$ cat config.mk
export PLATFORM = sky130hd
export DESIGN_NAME = pooling_window_max
export DESIGN_NICKNAME = d
export VERILOG_FILES = /design/src/rtl/pooling_pkg.sv /design/src/rtl/fp_max_cmp.sv /design/src/rtl/pooling_window_max.sv
export SDC_FILE = /design/constraint.sdc
export NUM_CORES = 1
export LEC_CHECK = 0
export BUFFER_PORTS_ARGS = -buffer_cell sky130_fd_sc_hd__buf_2
export CORE_MARGIN = 1.5
export CORE_UTILIZATION = 60
export DETAILED_ROUTE_END_ITERATION = 10
export MAX_ROUTING_LAYER = met4
export PLACE_DENSITY = 0.83
export SLEW_MARGIN = 20
export SYNTH_ARGS = -nofsm -noshare
export SYNTH_HDL_FRONTEND = slang
export SYNTH_SLANG_ARGS = --single-unit
export TNS_END_PERCENT = 30
$ cat constraint.sdc
create_clock -name clk -period 6.35 [get_ports clk]
set_input_delay 1.27 -clock clk [delete_from_list [all_inputs] [get_ports clk]]
set_output_delay 1.27 -clock clk [all_outputs]
set_load 0.03 [all_outputs]
$ cat src/rtl/pooling_pkg.sv
// rtl/pooling_pkg.sv - shared types and constants for the max-pooling engine
package pooling_pkg;

    localparam int DEFAULT_DATA_WIDTH = 32;

    typedef struct packed {
        logic       sign;
        logic [7:0] exp;
        logic [22:0] man;
    } fp32_t;

    localparam logic [31:0] FP_POS_ZERO = 32'h0000_0000;

endpackage

$ cat src/rtl/fp_max_cmp.sv
// rtl/fp_max_cmp.sv - combinational IEEE-754 single max, keeps a on ties
module fp_max_cmp
    import pooling_pkg::*;
(
    input  logic [DEFAULT_DATA_WIDTH-1:0] a,
    input  logic [DEFAULT_DATA_WIDTH-1:0] b,
    output logic [DEFAULT_DATA_WIDTH-1:0] max
);

    fp32_t fa;
    fp32_t fb;
    logic  b_gt;

    always_comb begin
        fa   = fp32_t'(a);
        fb   = fp32_t'(b);
        b_gt = 1'b0;
        // Both zeros compare equal regardless of sign, so the stored value wins.
        if ({fa.exp, fa.man} == '0 && {fb.exp, fb.man} == '0) begin
            b_gt = 1'b0;
        end else if (fa.sign != fb.sign) begin
            b_gt = !fb.sign;
        end else if (!fa.sign) begin
            b_gt = {fb.exp, fb.man} > {fa.exp, fa.man};
        end else begin
            b_gt = {fb.exp, fb.man} < {fa.exp, fa.man};
        end
        max = b_gt ? b : a;
    end

endmodule

$ cat src/rtl/pooling_window_max.sv
// rtl/pooling_window_max.sv - streaming POOL_K x POOL_K max pooling with optional ReLU
module pooling_window_max
    import pooling_pkg::*;
#(
    parameter int DATA_WIDTH = DEFAULT_DATA_WIDTH,
    parameter int CHANNELS   = 4,
    parameter int IMG_W      = 8,
    parameter int IMG_H      = 8,
    parameter int POOL_K     = 2,
    localparam int CH_W      = (CHANNELS > 1) ? $clog2(CHANNELS) : 1
) (
    input  logic                  clk,
    input  logic                  rst_n,
    input  logic                  clear,
    input  logic                  relu_en,
    input  logic                  in_valid,
    output logic                  in_ready,
    input  logic [DATA_WIDTH-1:0] in_data,
    output logic                  out_valid,
    input  logic                  out_ready,
    output logic [DATA_WIDTH-1:0] out_data,
    output logic [CH_W-1:0]       out_ch,
    output logic                  out_last,
    output logic                  busy
);

    localparam int NWIN  = IMG_W / POOL_K;
    localparam int DEPTH = NWIN * CHANNELS;
    localparam int COL_W = $clog2(IMG_W);
    localparam int ROW_W = $clog2(IMG_H);
    localparam int K_W   = $clog2(POOL_K);
    localparam int WC_W  = (NWIN > 1) ? $clog2(NWIN) : 1;
    localparam int AW    = (DEPTH > 1) ? $clog2(DEPTH) : 1;

    logic [CH_W-1:0]  ch_cnt;
    logic [COL_W-1:0] col_cnt;
    logic [ROW_W-1:0] row_cnt;
    // kx/ky track position inside the window, wcol the window column; avoids modulo/divide.
    logic [K_W-1:0]   kx;
    logic [K_W-1:0]   ky;
    logic [WC_W-1:0]  wcol;

    logic [DATA_WIDTH-1:0] win_buf [DEPTH];
    logic [AW-1:0]         addr;
    logic [DATA_WIDTH-1:0] cmp_max;
    logic [DATA_WIDTH-1:0] upd;
    logic [DATA_WIDTH-1:0] result;

    logic accept, ch_last, col_last, row_last, kx_last, ky_last;
    logic win_first, win_close, frame_last;

    assign in_ready   = (!out_valid || out_ready) && !clear;
    assign accept     = in_valid && in_ready;
    assign ch_last    = ch_cnt == CH_W'(CHANNELS - 1);
    assign col_last   = col_cnt == COL_W'(IMG_W - 1);
    assign row_last   = row_cnt == ROW_W'(IMG_H - 1);
    assign kx_last    = kx == K_W'(POOL_K - 1);
    assign ky_last    = ky == K_W'(POOL_K - 1);
    assign win_first  = (kx == '0) && (ky == '0);
    assign win_close  = kx_last && ky_last;
    assign frame_last = ch_last && col_last && row_last;
    assign addr       = AW'(int'(wcol) * CHANNELS + int'(ch_cnt));
    assign busy       = (ch_cnt != '0) || (col_cnt != '0) || (row_cnt != '0) || out_valid;

    fp_max_cmp u_cmp (
        .a   (win_buf[addr]),
        .b   (in_data),
        .max (cmp_max)
    );

    assign upd    = win_first ? in_data : cmp_max;
    assign result = (relu_en && upd[DATA_WIDTH-1]) ? FP_POS_ZERO : upd;

    always_ff @(posedge clk) begin
        if (accept) begin
            win_buf[addr] <= upd;
        end
    end

    always_ff @(posedge clk or negedge rst_n) begin
        if (!rst_n) begin
            ch_cnt  <= '0;
            col_cnt <= '0;
            row_cnt <= '0;
            kx      <= '0;
            ky      <= '0;
            wcol    <= '0;
        end else if (clear) begin
            ch_cnt  <= '0;
            col_cnt <= '0;
            row_cnt <= '0;
            kx      <= '0;
            ky      <= '0;
            wcol    <= '0;
        end else if (accept) begin
            if (ch_last) begin
                ch_cnt <= '0;
                if (col_last) begin
                    col_cnt <= '0;
                    kx      <= '0;
                    wcol    <= '0;
                    if (row_last) begin
                        row_cnt <= '0;
                        ky      <= '0;
                    end else begin
                        row_cnt <= row_cnt + 1'b1;
                        ky      <= ky_last ? '0 : ky + 1'b1;
                    end
                end else begin
                    col_cnt <= col_cnt + 1'b1;
                    kx      <= kx_last ? '0 : kx + 1'b1;
                    if (kx_last) begin
                        wcol <= wcol + 1'b1;
                    end
                end
            end else begin
                ch_cnt <= ch_cnt + 1'b1;
            end
        end
    end

    always_ff @(posedge clk or negedge rst_n) begin
        if (!rst_n) begin
            out_valid <= 1'b0;
            out_data  <= '0;
            out_ch    <= '0;
            out_last  <= 1'b0;
        end else if (clear) begin
            out_valid <= 1'b0;
            out_last  <= 1'b0;
        end else if (accept && win_close) begin
            out_valid <= 1'b1;
            out_data  <= result;
            out_ch    <= ch_cnt;
            out_last  <= frame_last;
        end else if (out_ready) begin
            out_valid <= 1'b0;
        end
    end

endmodule
==> results of run 1 <==
==> metal layers <==
metal  track usage  wire (um)  vias up
met5             -          0        -
met4         0.110       2020        0
met3        0.0645       6830      155
met2         0.456      26500      925
met1         0.431      21700     6703
li1              -          -     5210
==> final cells by class <==
cell class / count / area [um^2]
Tap cell: 511 / 639
Inverter: 26 / 97.6
Clock buffer: 72 / 1480
Clock inverter: 27 / 206
Fill cell: 2319 / 11900
Timing Repair Buffer: 130 / 801
Multi-Input combinational cell: 549 / 6140
Sequential cell: 560 / 16600
==> worst max-delay path by stage <==
| stage | depth (start not counted) | slack [ns] | to | from |
|---|---|---|---|---|
| global placement | 15 | 0.92 | out_data[18] | ch_cnt[0] |
| detailed placement | 14 | 0.78 | out_data[11] | ch_cnt[0] |
| global route | 15 | 0.43 | out_data[18] | ch_cnt[0] |
| floorplan | 16 | 1.55 | win_buf[0][0] | ch_cnt[0] |
| CTS | 14 | 0.70 | out_data[18] | ch_cnt[0] |
| finish | 14 | 0.70 | out_data[18] | ch_cnt[0] |
==> cell usage in the layout, fill, tap and decap left out, drive strengths merged, types with 4 or more instances in the layout <==
cell	n
edfxtp	512
buf	130
mux4	123
clkbuf	72
a22o	58
dfrtp	48
nand2	47
ha	45
nor2	38
inv	29
a21oi	25
mux2i	24
nand3	24
mux2	20
clkinv	19
o311ai	18
and3	17
o21ai	13
a221oi	12
nand4	11
and2	10
nor2b	9
nor3	9
nor4	8
a22oi	6
a31oi	5
o31ai	4
==> cells by family (layout without fill, tap and decap cells) <==
group           Yosys count  in the layout  synth area share
compound gates          152            152            0.0557
fa+ha+maj                45             45            0.0243
buf+inv                  90            255            0.0232
flops                   560            560             0.714
mux                     167            167             0.142
simple gates            185            185            0.0408
==> worst reg2reg max path, stage by stage, from the launching register on <==
cell	delay, ns
dfrtp_4	0.97
buf_4	0.43
buf_4	0.25
mux4_2	0.52
a22o_1	0.25
nor2_2	0.22
ha_1	0.28
nand4_1	0.12
nor3_1	0.09
a211oi_1	0.22
o311ai_0	0.31
o31a_1	0.38
a21oi_4	0.61
mux2_1	0.61
a22o_1	0.30
==> per-stage QoR <==
stage / setup WS [ns] / util
after floorplan: 1.55 / -
after global placement: 0.924 / 0.641
after detailed placement: 0.776 / 0.641
after CTS: 0.702 / 0.685
after global routing: 0.428 / 0.686
final: 0.699 / 0.686
==> where the power goes <==
group          internal, uW  switching, uW
Combinational           321            520
Sequential             4120           35.5
Clock                  1720           1340
Total                  6160           1900
==> flip-flops by register name, indices dropped and copies added, names as in the netlist, 2 cells and up <==
signal,flops
out_ch,2
row_cnt,3
win_buf,512
ch_cnt,2
wcol,2
out_data,32
col_cnt,3
==> impl_metrics.ini, run 1 <==
[place]
port_buffers = 75
dpl.hpwl_um = 31900
postPlaceCellArea_um2 = 24300
gp_congestion = 0.936
dp_cells = 1776

[setup_path]
crit_type = flip-flop to flip-flop
crit_path_top_delay_cell = dfrtp_4
worstRegToRegCells = 14
worstSetupEndpointType = flip-flop
r2r-end = out_data[18]
crit_path_max_incr_delay_ns = 0.97
cp_max_fo = 45
arrival_ns = 6.14
crit_buf_inv = 2
required_ns = 6.84
crit_family = compound AO/OA/AOI/OAI gates
reg2reg_slack_ns = 0.70
path_cells = buf_4 > buf_4 > mux4_2 > a22o_1 > nor2_2 > ha_1 > nand4_1 > nor3_1 > a211oi_1 > o311ai_0 > o31a_1 > a21oi_4 > mux2_1 > a22o_1
r2r-start = ch_cnt[0]
worst_setup_path_start_kind = flip-flop

[cts]
clock_path_buffers = 3
clock_latency_ns = 0.61
cts_hold_buf = 0
numClockSinks = 560
clk_pin_slew_ns = 0.06
cts_setup_buffers = 0
cts_root_buf = clkbuf_16
cts_buffers = 54
htreeDepth = 2
cts.repair.resized = 0
cts_tree = yes

[worst_hold_path]
hold_end = out_ch[1]
hp-class = flip-flop to flip-flop
whs_path_depth = 2
min_from = out_ch[1]

[run_status]
run_status = completed

[logic_synthesis]
synth_ff_type = edfxtp_1
synthesis.instances = 1199
syn_area_um2 = 23200
synth-seq-area-share = 0.714
synth-edff-count = 512
synth_fp_nets = 1282
synth_seq_cells = 560
yosysMostFrequentCell = edfxtp_1
ys_types = 64
yosys_warnings = 0
async_flop_share = 0.0857
synth_top_cell_area_share = 0.663
syn-mean-instance-area_um2 = 19.4
netlist_top_cells_count = edfxtp_1, mux4_2, a22o_1, dfrtp_1, nand2_1
yosys-top-cells-area = edfxtp_1, mux4_2, dfrtp_1, ha_1, a22o_1
synth_area_leader_cell = edfxtp_1

[timing]
max-slew-margin-rel = 0.237
period_needed_ns = 5.65
layout_worst_path_cycle_share = 0.890
whs_ns = 0.479
setup-violations-final = 0
drv_slew = 0
rsz0062_at_grt = no
hold_viol_final = 0
skew_ns = 0.0216
fin_tns_setup_ns = 0
max_freq_ghz = 0.177
worstMarginPinSlew_ns = 1.14

[power]
ir_worst_vdd_uv = 230
p_leak_uw = 0.00888
power_density_nw_per_um2 = 310
power_uw = 8050

[layout]
layout-drive-gt1-share = 0.279
finalNetCount = 1404
syn_to_final_growth_pct = 11.8
design_area_um2 = 25900
num_antenna_cells = 0
fin_cells = 1875

[floorplanning]
die_w_um = 200
die_area_um2 = 39900
die_h_um = 200
core_um2 = 37800
initial_core_util = 0.613
row_count = 71
ioPinCount = 76

[grt]
grt_pass1_wl_um = 83800
overflow = 0
grt_pass1_vias = 12800
grt_max_degree = 49
grtUsageTotal = 0.308
antenna_found_initial = 0

[drt]
wl_um = 57000
drt_iter0_drc = 1876
drc = 0
dr.pass1.iters = 6
wire_per_inst_um = 30.4
ant_nets = 0
vias = 13000
drt-vias-per-instance = 6.93

[run]
max_cap_viol_count = 0
Power figures use the tool's default switching activity.
==> run 2: changes to the inputs <==
==> constraint.sdc (replaced) <==
create_clock -name clk -period 5.6 [get_ports clk]
set_input_delay 1.12 -clock clk [delete_from_list [all_inputs] [get_ports clk]]
set_output_delay 1.12 -clock clk [all_outputs]
set_load 0.03 [all_outputs]
==> run 2 against run 1 <==
Compared with the run above: largest power group unchanged; worst setup slack got worse by 0.35 ns; via count barely moved; critical endpoint unchanged; routed wire length rose by 0.92%.
==> impl_metrics.ini, run 2 (synthesis gave the netlist of run 1 again) <==
[run_status]
run_status = completed

[worst_hold_path]
hp-class = flip-flop to flip-flop

[cts]
cts_hold_buf = 0
cts_buffers = 54
clock_latency_ns = 0.61
clk_pin_slew_ns = 0.06
cts_root_buf = clkbuf_16
numClockSinks = 560
htreeDepth = 2
cts_tree = yes
cts_setup_buffers = 0
clock_path_buffers = 3
cts.repair.resized = 0

[setup_path]
cp_num_cells = 15
endpoint = out_data[18]
crit_top_cell = buf_4
reg2reg_slack_ns = 0.35
crit_path_max_incr_delay_ns = 0.79
crit_buf_inv = 3
cp_max_fo = 30
required_ns = 6.10
crit_path_top_delay_cell = dfrtp_4
r2r-start = ch_cnt[1]
worst_setup_path_start_kind = flip-flop
path_cells = buf_4 > mux4_2 > a22o_1 > nor2_4 > ha_1 > nand2_1 > o21ai_0 > a221oi_1 > o311ai_0 > o21ai_1 > buf_4 > a21oi_4 > buf_4 > mux2_1 > a22o_1
startpoint = ch_cnt[1]
crit_type = flip-flop to flip-flop
worstSetupEndpointType = flip-flop
r2r-end = out_data[18]
crit_family = compound AO/OA/AOI/OAI gates
arrival_ns = 5.75
worstRegToRegCells = 15

[drt]
wl_um = 57600
dr.pass1.iters = 5
drc = 0
ant_nets = 0
drt-vias-per-instance = 6.86
vias = 13000
wire_per_inst_um = 30.4
drt_iter0_drc = 1743

[floorplanning]
row_count = 71
core_um2 = 37800
die_w_um = 200
die_h_um = 200
die_area_um2 = 39900
ioPinCount = 76
initial_core_util = 0.613

[layout]
num_antenna_cells = 0
largest_reg_flops = 512
layout-drive-gt1-share = 0.294
syn_to_final_growth_pct = 13.3
largestRegisters = win_buf x512, out_data x32
utilization = 0.694
finalNetCount = 1420
top_register = win_buf
final_cell_mix = edfxtp_1, mux4_2, buf_2, buf_4, a22o_1
layout_commonest_cell = edfxtp_1

[timing]
setup-violations-final = 0
skew_ns = 0.0236
layout_worst_path_cycle_share = 0.938
drv_slew = 0
hold_viol_final = 0
rsz0062_at_grt = no
max_freq_ghz = 0.190
period_needed_ns = 5.25
worstMarginPinSlew_ns = 1.16
max-slew-margin-rel = 0.228
fin_tns_setup_ns = 0

[run]
max_cap_viol_count = 0

[place]
gp_congestion = 0.900
port_buffers = 75
dpl.hpwl_um = 34000

[grt]
antenna_found_initial = 0
grt_pass1_vias = 13000
overflow = 0
grt_max_degree = 49
grtUsageTotal = 0.308
grt_pass1_wl_um = 84000

[power]
ir_worst_vdd_uv = 354
p_leak_uw = 0.00908
power_density_nw_per_um2 = 360
==> run 2: changes by cell type in the layout (fill, tap and decap cells not counted), moves of 3 or more <==
cell       delta
clkinv_2      +3
and3_4        -3
bufinv_16     +5
and3_2        +3
buf_4        +13
buf_12        +3
clkinv_1      -5
==> run 2: worst reg2reg max path: cells and delay by family (launching register included) <==
family          cells  cell delay [ns]
mux                 2             1.17
flops               1             0.79
simple gates        2             0.18
compound gates      7             1.81
buf+inv             3             1.06
fa+ha+maj           1             0.15
==> run 2: worst min path at each step <==
stage                startpoint     endpoint  cells after the start
floorplan            row_cnt[0]   row_cnt[0]                      1
global placement      out_ch[0]    out_ch[0]                      2
detailed placement    out_ch[0]    out_ch[0]                      2
CTS                   out_ch[0]    out_ch[0]                      2
global route        out_data[8]  out_data[8]                      1
finish                out_ch[0]    out_ch[0]                      2
==> run 2: power breakdown <==
group | internal, uW | leakage, uW | switching (uW)
registers | 4670 | 0.00525 | 34.4
clock network | 2210 | 0.000904 | 1560
logic | 386 | 0.00292 | 611
total | 7270 | 0.00908 | 2200
==> run 2: layout make-up <==
cell class                      count  area (um^2)
Timing Repair Buffer              146          958
Fill cell                        2290        11600
Tap cell                          511          639
Clock buffer                       73         1500
Sequential cell                   560        16600
Clock inverter                     29          347
Inverter                           26         97.6
Multi-Input combinational cell    549         6150
==> run 2: per-stage QoR <==
stage	hold slack, ns	setup slack (ns)	power [uW]	cells	instance area, um^2
final	0.478	0.348	9470	1894	26300
after global routing	0.516	0.0425	9710	1894	26300
after CTS	0.483	0.328	9470	1893	26200
after detailed placement	0.468	0.383	5750	1791	24400
after global placement	0.460	0.502	5720	1791	24400
after floorplan	0.481	0.798	5430	1199	23200
==> run 2: routing by layer <==
layer	vias to the layer above	global-route usage	share of wire	routed length (um)
met5	-	-	0	0
met4	0	0.105	0.032	1830
met3	144	0.0630	0.13	7330
met2	1032	0.468	0.47	27200
met1	6577	0.424	0.37	21200
li1	5244	-	-	-
==> run 3: changes to the inputs <==
--- a/config.mk
+++ b/config.mk
@@ -7,10 +7,10 @@
 export LEC_CHECK = 0
 export BUFFER_PORTS_ARGS = -buffer_cell sky130_fd_sc_hd__buf_2
 export CORE_MARGIN = 1.5
-export CORE_UTILIZATION = 60
+export CORE_UTILIZATION = 56
 export DETAILED_ROUTE_END_ITERATION = 10
 export MAX_ROUTING_LAYER = met4
-export PLACE_DENSITY = 0.83
+export PLACE_DENSITY = 0.82
 export SLEW_MARGIN = 20
 export SYNTH_ARGS = -nofsm -noshare
 export SYNTH_HDL_FRONTEND = slang
==> constraint.sdc (replaced) <==
create_clock -name clk -period 4.4 [get_ports clk]
set_input_delay 0.88 -clock clk [delete_from_list [all_inputs] [get_ports clk]]
set_output_delay 0.88 -clock clk [all_outputs]
set_load 0.03 [all_outputs]
==> run 3 against run 2 <==
Compared with the run above: sequential power up 27%; power up 30%; register-to-register slack worse by 0.51 ns; via count up 6.5%; clock power up 22%; non-clock buffer count up 110; flip-flop and latch count unchanged; worst setup slack worse by 0.51 ns; clock-buffer cell count down 7; combinational power up 78%; fmax up 15%; the run now ends with setup timing left; largest cell class unchanged; final cell count up 6.8%.
==> impl_metrics.ini, run 3 (synthesis gave the netlist of run 1 again) <==
[run_status]
run_status = finished with violations
violations = setup timing

[power]
p_leak_uw = 0.00988
power_uw = 12300
power_density_nw_per_um2 = 441
ir_worst_vdd_uv = 339

[layout]
finalNetCount = 1532
num_antenna_cells = 0
top_register = win_buf
final_cell_mix = edfxtp_1, buf_4, mux4_2, buf_2, a22o_1
largest_reg_flops = 512
largestRegisters = win_buf x512, out_data x32
layout_commonest_cell = edfxtp_1
syn_to_final_growth_pct = 20.7
layout-drive-gt1-share = 0.374

[timing]
skew_ns = 0.0154
fin_ws_ns = -0.163
fin_tns_setup_ns = -20.31
layout_worst_path_cycle_share = 1.04
max_freq_ghz = 0.219
rsz0062_at_grt = yes
setup-violations-final = 316
whs_ns = 0.299
drv_slew = 0
period_needed_ns = 4.56
worstMarginPinSlew_ns = 0.919
max-slew-margin-rel = 0.386
hold_viol_final = 0

[drt]
wl_um = 63600
dr.pass1.iters = 5
ant_nets = 0
wire_per_inst_um = 31.4
vias = 13800
drt-vias-per-instance = 6.84
drc = 0
drt_iter0_drc = 1851

[setup_path]
arrival_ns = 5.05
crit_type = flip-flop to flip-flop
worstSetupEndpointType = flip-flop
worst_setup_path_start_kind = flip-flop
required_ns = 4.89
cp_max_fo = 17

[place]
dpl.hpwl_um = 37600
port_buffers = 75
gp_congestion = 0.910

[floorplanning]
row_count = 74
ioPinCount = 76
die_h_um = 207
core_um2 = 40800
die_area_um2 = 42700
initial_core_util = 0.568
die_w_um = 207

[grt]
use_met2 = 0.471
grt_pass1_wl_um = 90200
busiest_layer = met2
use_met1 = 0.406
antenna_found_initial = 0
grtUsageTotal = 0.310
grt_use_met3 = 0.0786
overflow = 0
grt_max_degree = 41
grt_pass1_vias = 13600

[cts]
cts_buffers = 52
cts_root_buf = clkbuf_16
clock_latency_ns = 0.61
clk_pin_slew_ns = 0.07
clock_path_buffers = 3
numClockSinks = 560
cts_tree = yes
htreeDepth = 2

[run]
max_cap_viol_count = 0

[worst_hold_path]
hp-class = primary input to async pin
-- run 3: per-stage QoR --
step,worst slack [ns],std cells,util,instance area (um^2)
3_5_place_dp,-0.252,1899,0.627,25600
2_1_floorplan,-0.167,1199,-,23400
5_1_grt,-0.239,2023,0.686,28000
3_3_place_gp,-0.140,1899,0.627,25600
6_report,-0.163,2023,0.686,28000
4_1_cts,0.00178,2003,0.675,27600
-- run 3: worst max-delay path, stage by stage, from the launching register on --
cell and delay (ns):
dfrtp_4 0.53, buf_12 0.16, mux4_1 0.55, mux2_2 0.29
nor2_1 0.12, a21oi_2 0.07, inv_1 0.10, ha_1 0.17
and3_4 0.23, nand2_2 0.08, nor3_4 0.15, buf_4 0.14
nand4_1 0.15, or3_1 0.40, o31a_1 0.17, a21oi_4 0.28
clkbuf_16 0.23, mux2_4 0.39, a22o_1 0.22
-- run 3: routing by layer --
layer	vias to the layer above	share of wire
met4	0	0.039
met3	190	0.12
met5	-	0
met2	1017	0.48
li1	5472	-
met1	7159	0.36
-- run 3: repair_timing --
item	4_1_cts	5_1_grt
gates cloned	0	12
hold buffers	0	0
setup endpoints to repair	527	527
pin swaps	0	6
buffers inserted	8	8
resized for setup	36	56
-- run 3: where the power goes --
group | switching (uW) | total (uW) | internal [uW]
logic | 989 | 1770 | 779
registers | 26.8 | 5970 | 5940
clock network | 1960 | 4600 | 2640
total | 2970 | 12300 | 9360
-- run 3: final cells by class --
cell class	count	area [um^2]
Multi-Input combinational cell	553	6640
Inverter	26	97.6
Clock inverter	30	299
Tap cell	532	666
Timing Repair Buffer	256	2280
Clock buffer	66	1430
Fill cell	2402	12800
Sequential cell	560	16600
-- run 3: path summary, 6_finish.rpt --
path / slack [ns] / end / cells after the start / startpoint
max reg2reg: -0.16 / out_data[18] / 18 / ch_cnt[1]
min reg2reg: 0.48 / out_ch[1] / 2 / out_ch[1]
max in group asynchronous: 3.40 / out_data[27] / 2 / rst_n
max: -0.16 / out_data[18] / 18 / ch_cnt[1]
min: 0.30 / ky / 1 / rst_n
min in group clk: 0.48 / out_ch[1] / 2 / out_ch[1]
